[src/rtl/jtframe_inputs_multi.sv]
// jtframe_inputs_multi
// Player-input conditioner for PLAYERS x BUTTONS: synchronises and debounces
// every raw key, turns coins into frame-timed pulses, applies per-button
// autofire and owns the pause toggle. Game-facing outputs are registered.
module jtframe_inputs_multi #(
    parameter int PLAYERS         = 2,
    parameter int BUTTONS         = 6,
    parameter bit ACTIVE_LOW      = 1'b1,
    parameter int DEB_CYCLES      = 4,
    parameter int COIN_FRAMES     = 4,
    parameter int AUTOFIRE_FRAMES = 3
) (
    input  logic                            clk_sys,
    input  logic                            rst_n,
    input  logic [PLAYERS*(4+BUTTONS)-1:0]  raw_joy,
    input  logic [PLAYERS-1:0]              raw_coin,
    input  logic [PLAYERS-1:0]              raw_start,
    input  logic                            raw_pause,
    input  logic                            raw_service,
    input  logic [BUTTONS-1:0]              autofire_en,
    input  logic                            vs,
    input  logic                            downloading,
    output logic [PLAYERS*(4+BUTTONS)-1:0]  game_joy,
    output logic [PLAYERS-1:0]              game_coin,
    output logic [PLAYERS-1:0]              game_start,
    output logic                            game_service,
    output logic                            game_pause
);

    localparam int JW     = 4 + BUTTONS;
    localparam int JWT    = PLAYERS * JW;
    localparam int NB     = JWT + 2*PLAYERS + 2;
    localparam int DCW    = $clog2(DEB_CYCLES + 1);
    localparam int CFW    = $clog2(COIN_FRAMES + 1);
    localparam int AFW    = $clog2(AUTOFIRE_FRAMES + 1);
    // A coin held through reset would look like a fresh rising edge once the
    // debouncer catches up; coin edges are ignored until that has happened.
    localparam int SETTLE = DEB_CYCLES + 3;
    localparam int STW    = $clog2(SETTLE + 1);

    localparam logic [1:0] COIN_IDLE   = 2'd0;
    localparam logic [1:0] COIN_ACTIVE = 2'd1;
    localparam logic [1:0] COIN_HOLD   = 2'd2;

    logic [NB-1:0]      w_raw;
    logic [NB-1:0]      r_sync1;
    logic [NB-1:0]      r_sync2;
    logic [NB-1:0]      r_deb;
    logic [DCW-1:0]     r_deb_cnt [NB];
    logic               r_vs1;
    logic               r_vs2;
    logic               r_vs3;
    logic               w_frame_tick;
    logic [JWT-1:0]     w_deb_joy;
    logic [PLAYERS-1:0] w_deb_coin;
    logic [PLAYERS-1:0] w_deb_start;
    logic               w_deb_pause;
    logic               w_deb_service;
    logic [PLAYERS-1:0] r_coin_prev;
    logic               r_pause_prev;
    logic [STW-1:0]     r_settle;
    logic               w_settled;
    logic [PLAYERS-1:0] w_coin_rise;
    logic [1:0]         r_coin_st  [PLAYERS];
    logic [CFW-1:0]     r_coin_frm [PLAYERS];
    logic [PLAYERS-1:0] w_coin_act;
    logic [AFW-1:0]     r_af_cnt;
    logic               r_af_phase;
    logic               r_pause;
    logic [JWT-1:0]     w_joy_cond;

    assign w_raw = {raw_service, raw_pause, raw_start, raw_coin, raw_joy};

    // two-flop synchroniser on every raw key
    always_ff @(posedge clk_sys or negedge rst_n) begin
        if (!rst_n) begin
            r_sync1 <= '0;
            r_sync2 <= '0;
        end else begin
            r_sync1 <= w_raw;
            r_sync2 <= r_sync1;
        end
    end

    // vs synchroniser plus edge register for the frame tick
    always_ff @(posedge clk_sys or negedge rst_n) begin
        if (!rst_n) begin
            r_vs1 <= 1'b0;
            r_vs2 <= 1'b0;
            r_vs3 <= 1'b0;
        end else begin
            r_vs1 <= vs;
            r_vs2 <= r_vs1;
            r_vs3 <= r_vs2;
        end
    end

    assign w_frame_tick = r_vs2 & ~r_vs3;

    // per-bit debounce: a change must persist DEB_CYCLES consecutive cycles
    always_ff @(posedge clk_sys or negedge rst_n) begin
        if (!rst_n) begin
            r_deb <= '0;
            for (int unsigned i = 0; i < NB; i++) r_deb_cnt[i] <= '0;
        end else begin
            for (int unsigned i = 0; i < NB; i++) begin
                if (r_sync2[i] == r_deb[i]) begin
                    r_deb_cnt[i] <= '0;
                end else if (r_deb_cnt[i] == DCW'(DEB_CYCLES - 1)) begin
                    r_deb[i]     <= r_sync2[i];
                    r_deb_cnt[i] <= '0;
                end else begin
                    r_deb_cnt[i] <= r_deb_cnt[i] + DCW'(1);
                end
            end
        end
    end

    assign w_deb_joy     = r_deb[JWT-1:0];
    assign w_deb_coin    = r_deb[JWT +: PLAYERS];
    assign w_deb_start   = r_deb[JWT+PLAYERS +: PLAYERS];
    assign w_deb_pause   = r_deb[NB-2];
    assign w_deb_service = r_deb[NB-1];

    // previous debounced coin/pause for rising-edge detection, plus settle timer
    always_ff @(posedge clk_sys or negedge rst_n) begin
        if (!rst_n) begin
            r_coin_prev  <= '0;
            r_pause_prev <= 1'b0;
            r_settle     <= '0;
        end else begin
            r_coin_prev  <= w_deb_coin;
            r_pause_prev <= w_deb_pause;
            if (!w_settled) r_settle <= r_settle + STW'(1);
        end
    end

    assign w_settled   = (r_settle == STW'(SETTLE));
    assign w_coin_rise = w_deb_coin & ~r_coin_prev & {PLAYERS{w_settled}};

    // per-player coin FSM: one COIN_FRAMES-long pulse per coin insertion
    always_ff @(posedge clk_sys or negedge rst_n) begin
        if (!rst_n) begin
            for (int unsigned p = 0; p < PLAYERS; p++) begin
                r_coin_st[p]  <= COIN_IDLE;
                r_coin_frm[p] <= '0;
            end
        end else begin
            for (int unsigned p = 0; p < PLAYERS; p++) begin
                if (downloading) begin
                    r_coin_st[p]  <= COIN_IDLE;
                    r_coin_frm[p] <= '0;
                end else begin
                    case (r_coin_st[p])
                        COIN_IDLE: begin
                            if (w_coin_rise[p]) begin
                                r_coin_st[p]  <= COIN_ACTIVE;
                                r_coin_frm[p] <= '0;
                            end
                        end
                        COIN_ACTIVE: begin
                            if (w_frame_tick) begin
                                if (r_coin_frm[p] == CFW'(COIN_FRAMES - 1)) begin
                                    r_coin_st[p]  <= COIN_HOLD;
                                    r_coin_frm[p] <= '0;
                                end else begin
                                    r_coin_frm[p] <= r_coin_frm[p] + CFW'(1);
                                end
                            end
                        end
                        COIN_HOLD: begin
                            if (!w_deb_coin[p]) r_coin_st[p] <= COIN_IDLE;
                        end
                        default: r_coin_st[p] <= COIN_IDLE;
                    endcase
                end
            end
        end
    end

    // decode which players currently assert a coin pulse
    always_comb begin
        w_coin_act = '0;
        for (int unsigned p = 0; p < PLAYERS; p++)
            w_coin_act[p] = (r_coin_st[p] == COIN_ACTIVE);
    end

    // global autofire phase, toggles every AUTOFIRE_FRAMES frames
    always_ff @(posedge clk_sys or negedge rst_n) begin
        if (!rst_n) begin
            r_af_cnt   <= '0;
            r_af_phase <= 1'b1;
        end else if (w_frame_tick) begin
            if (r_af_cnt == AFW'(AUTOFIRE_FRAMES - 1)) begin
                r_af_cnt   <= '0;
                r_af_phase <= ~r_af_phase;
            end else begin
                r_af_cnt <= r_af_cnt + AFW'(1);
            end
        end
    end

    // pause toggles once per debounced key press, cleared during download
    always_ff @(posedge clk_sys or negedge rst_n) begin
        if (!rst_n)                            r_pause <= 1'b0;
        else if (downloading)                  r_pause <= 1'b0;
        else if (w_deb_pause && !r_pause_prev) r_pause <= ~r_pause;
    end

    assign game_pause = r_pause;

    // gate autofire-enabled buttons with the autofire phase
    always_comb begin
        w_joy_cond = w_deb_joy;
        for (int unsigned p = 0; p < PLAYERS; p++)
            for (int unsigned b = 0; b < BUTTONS; b++)
                if (autofire_en[b])
                    w_joy_cond[p*JW + 4 + b] = w_deb_joy[p*JW + 4 + b] & r_af_phase;
    end

    // output register: game polarity applied here only, idle while downloading
    always_ff @(posedge clk_sys or negedge rst_n) begin
        if (!rst_n) begin
            game_joy     <= {JWT{ACTIVE_LOW}};
            game_coin    <= {PLAYERS{ACTIVE_LOW}};
            game_start   <= {PLAYERS{ACTIVE_LOW}};
            game_service <= ACTIVE_LOW;
        end else if (downloading) begin
            game_joy     <= {JWT{ACTIVE_LOW}};
            game_coin    <= {PLAYERS{ACTIVE_LOW}};
            game_start   <= {PLAYERS{ACTIVE_LOW}};
            game_service <= ACTIVE_LOW;
        end else begin
            game_joy     <= w_joy_cond  ^ {JWT{ACTIVE_LOW}};
            game_coin    <= w_coin_act  ^ {PLAYERS{ACTIVE_LOW}};
            game_start   <= w_deb_start ^ {PLAYERS{ACTIVE_LOW}};
            game_service <= w_deb_service ^ ACTIVE_LOW;
        end
    end

endmodule

[config.mk]
export PLATFORM = sky130hd
export DESIGN_NAME = jtframe_inputs_multi
export DESIGN_NICKNAME = d
export VERILOG_FILES = /design/src/rtl/jtframe_inputs_multi.sv
export SDC_FILE = /design/constraint.sdc
export NUM_CORES = 1
export LEC_CHECK = 0
export ABC_AREA = 1
export BUFFER_PORTS_ARGS = -buffer_cell sky130_fd_sc_hd__buf_2
export CAP_MARGIN = 30
export CORE_MARGIN = 4
export CORE_UTILIZATION = 55
export CTS_BUF_LIST = sky130_fd_sc_hd__clkbuf_4 sky130_fd_sc_hd__clkbuf_8 sky130_fd_sc_hd__clkbuf_16
export DETAILED_ROUTE_END_ITERATION = 8
export PLACE_DENSITY = 0.73
export SYNTH_ARGS = -nofsm -noshare
export SYNTH_HDL_FRONTEND = slang
export SYNTH_SLANG_ARGS = --single-unit
[constraint.sdc]
create_clock -name clk_sys -period 3.2 [get_ports clk_sys]
set_input_delay 0.48 -clock clk_sys [delete_from_list [all_inputs] [get_ports clk_sys]]
set_output_delay 0.48 -clock clk_sys [all_outputs]
set_load 0.05 [all_outputs]
==> impl_results.md <==
- Worst slew pin tran: 0.661 ns
- Synthesized cell area: 7420 um2
- Final Power: 7.89 mW
- Clock root buffer master: clkbuf_16
- Initial antenna violation count: 0
- Maximum VDD drop: 0.520 mV
- DRC: 0
- Clock skew: 0.0126 ns
- Yosys warnings: 0
- Worst R2R Start: r_settle[0]
- WP data arrival: 1.26 ns
- Post-synth top area share: 0.600
- CTS sink count: 204
- Max cap viols: 0
- TritonCTS Buffers: 22
- Grt total ovfl: 0
- RSZ-0062 raised after global routing: no
- Yosys top cell by area: dfrtp_1
- HPWL after DPL: 7510 um
- Final Hold Fails: 0
- Post-DRT Antenna Nets: 0
- Net count, final: 755
- Gp weighted congestion: 0.776
- Share of the clock period used by the worst path: 0.544
- Max Freq: 574 MHz
- Sequential area share after synthesis: 0.692
- Port Buffer Count: 61
- Syn_nets: 670
- Seq cells post-synth: 204
- Worst hold path type: input pin to flop
- Critical Path Max Stage Delay: 0.52 ns
- Detailed Route WL: 11,500 um
- H-tree depth: 1
- Syn avg cell area: 12.3 um2
- Critical path required time: 2.72 ns
- Clock-pin transition on the worst setup and hold timing paths: 0.06 ns
- CTS tree: done
- CP max stage cell: dfstp_2
- Drt wl/cell: 13.1 um
- Buf+Inv Stages, Crit Path: 1
- Setup crit start: game_joy[12]
- Die Span Y: 124 um
- Cell family with most CP delay: flip-flops
- CTS max path bufs: 3
- P_leak: 4.18 nW
- Die X: 124 um
- Top area cells in the synthesized netlist: dfrtp_1 60%, dfstp_2 9.2%, nand2_1 5.7%
- First-pass GRT wire length: 20,200 um
- Status: finished clean
- Die area: 15,400 um2
- Crit. End Element: output pin
- Pwr Density: 907 nW/um2
- Largest net degree at the start of global routing: 80
- Final core occ: 0.657
- Most common cell after layout, fill and taps aside: dfrtp_1
- Crit path time final: 1.74 ns
- Core area: 13,200 um2
- CP Max Fanout: 1
- Gate count of the mapped netlist: 604
- Row cnt: 42
- ANT cells: 0
- Critical path class: flop to output pin
- Final setup TNS: 0 ns
- Setup Fix Bufs, Post-CTS: 0
- Startpoint types: flop
- Layout area overhead: 17.3%
- Max-slew violations: 0
- Share of cells above drive strength 1: 0.226
- Slew HR: 0.559
- DR vias: 4,276
- GRT Util Overall: 0.162
- Initial drt markers: 160
- Ports: 62
- Clk_lat worst skew: 0.48 ns
- Distinct cells, synth: 23
- Crit path cell chain: buf_2
- Vias per cell: 4.85
- Start point of the worst hold path: raw_joy[12]
- Initial core utilization: 0.560
- Final setup fails: 0
- Vias in the first global route: 4,547
- Router iterations before antenna repair: 6
- Most frequent cells in the layout: 178 x dfrtp_1, 113 x nand2_1, 60 x buf_2
-- cell usage after synthesis (all sizes together) --
cell and n:
nor2 50, mux2 22, ha 30, dfstp 26, xnor2 27, nand2 114, a21oi 3, nand3 29
inv 60, xor2 1, buf 4, o21ai 6, nor3 28, dfrtp 178, nor4 1, nor3b 24
o21bai 1
-- metal layers --
metal,vias to the layer above,share of wire,GRT usage
met5,-,0,0
met4,0,0.018,0.0486
met3,20,0.052,0.0318
met2,72,0.51,0.283
met1,2075,0.42,0.207
li1,2109,-,-
-- where the power goes --
group,switching [mW],internal [mW],total (mW)
Combinational,1.10,0.726,1.83
Sequential,0.370,3.25,3.62
Clock,0.937,1.51,2.45
-- kinds of logic after synthesis --
| family | synth area share |
|---|---|
| adder cells (fa/ha/maj) | 0.0506 |
| AND/OR/NAND/NOR | 0.150 |
| multiplexers | 0.0334 |
| flip-flops | 0.692 |
| buffers and inverters | 0.0339 |
| AO/OA/AOI/OAI | 0.00708 |
| XOR/XNOR | 0.0331 |
-- path summary, 6_finish.rpt --
path	end	slack, ns	depth (start not counted)
min in group asynchronous	r_deb_cnt[30]	0.54	2
max in group asynchronous	game_joy[2]	1.75	3
min reg2reg	r_vs2	0.35	0
max	game_joy[12]	1.46	1
min	r_sync1[12]	0.1	1
max reg2reg	r_coin_frm[0]	1.69	9
-- sequential cells by signal (all words and copies together) (netlist names), 2 cells and up --
register and cells:
r_deb_cnt 78, r_deb 26, r_af_cnt 2, r_coin_frm 6, game_joy 20, r_coin_prev 2, game_coin 2, r_sync2 26
r_coin_st 4, r_sync1 26, r_settle 3, game_start 2
-- metrics by stage --
stage	std cells	setup slack, ns	area (um2)	hold slack [ns]
after floorplan	604	1.79	7420	0.184
after global placement	840	1.40	7960	0.332
after detailed placement	840	1.35	7960	0.335
after CTS	881	1.43	8700	0.0787
after global routing	881	1.42	8700	0.0770
final	881	1.46	8700	0.0980
-- cell type report --
type	count	area [um2]
well taps	176	220
multi-input cells	336	2030
inverters	60	225
fillers	990	4540
repair buffers	65	359
flip-flops and latches	204	5140
clock inverters	9	75.1
clock buffers	31	654
-- what timing repair did --
action | 4_1_cts | 5_1_grt
hold endpoints to repair | 47 | 0
hold buffers | 1 | 0
gates resized for setup | 0 | 0
setup endpoints to repair | 0 | 0
Power figures use the tool's default switching activity.
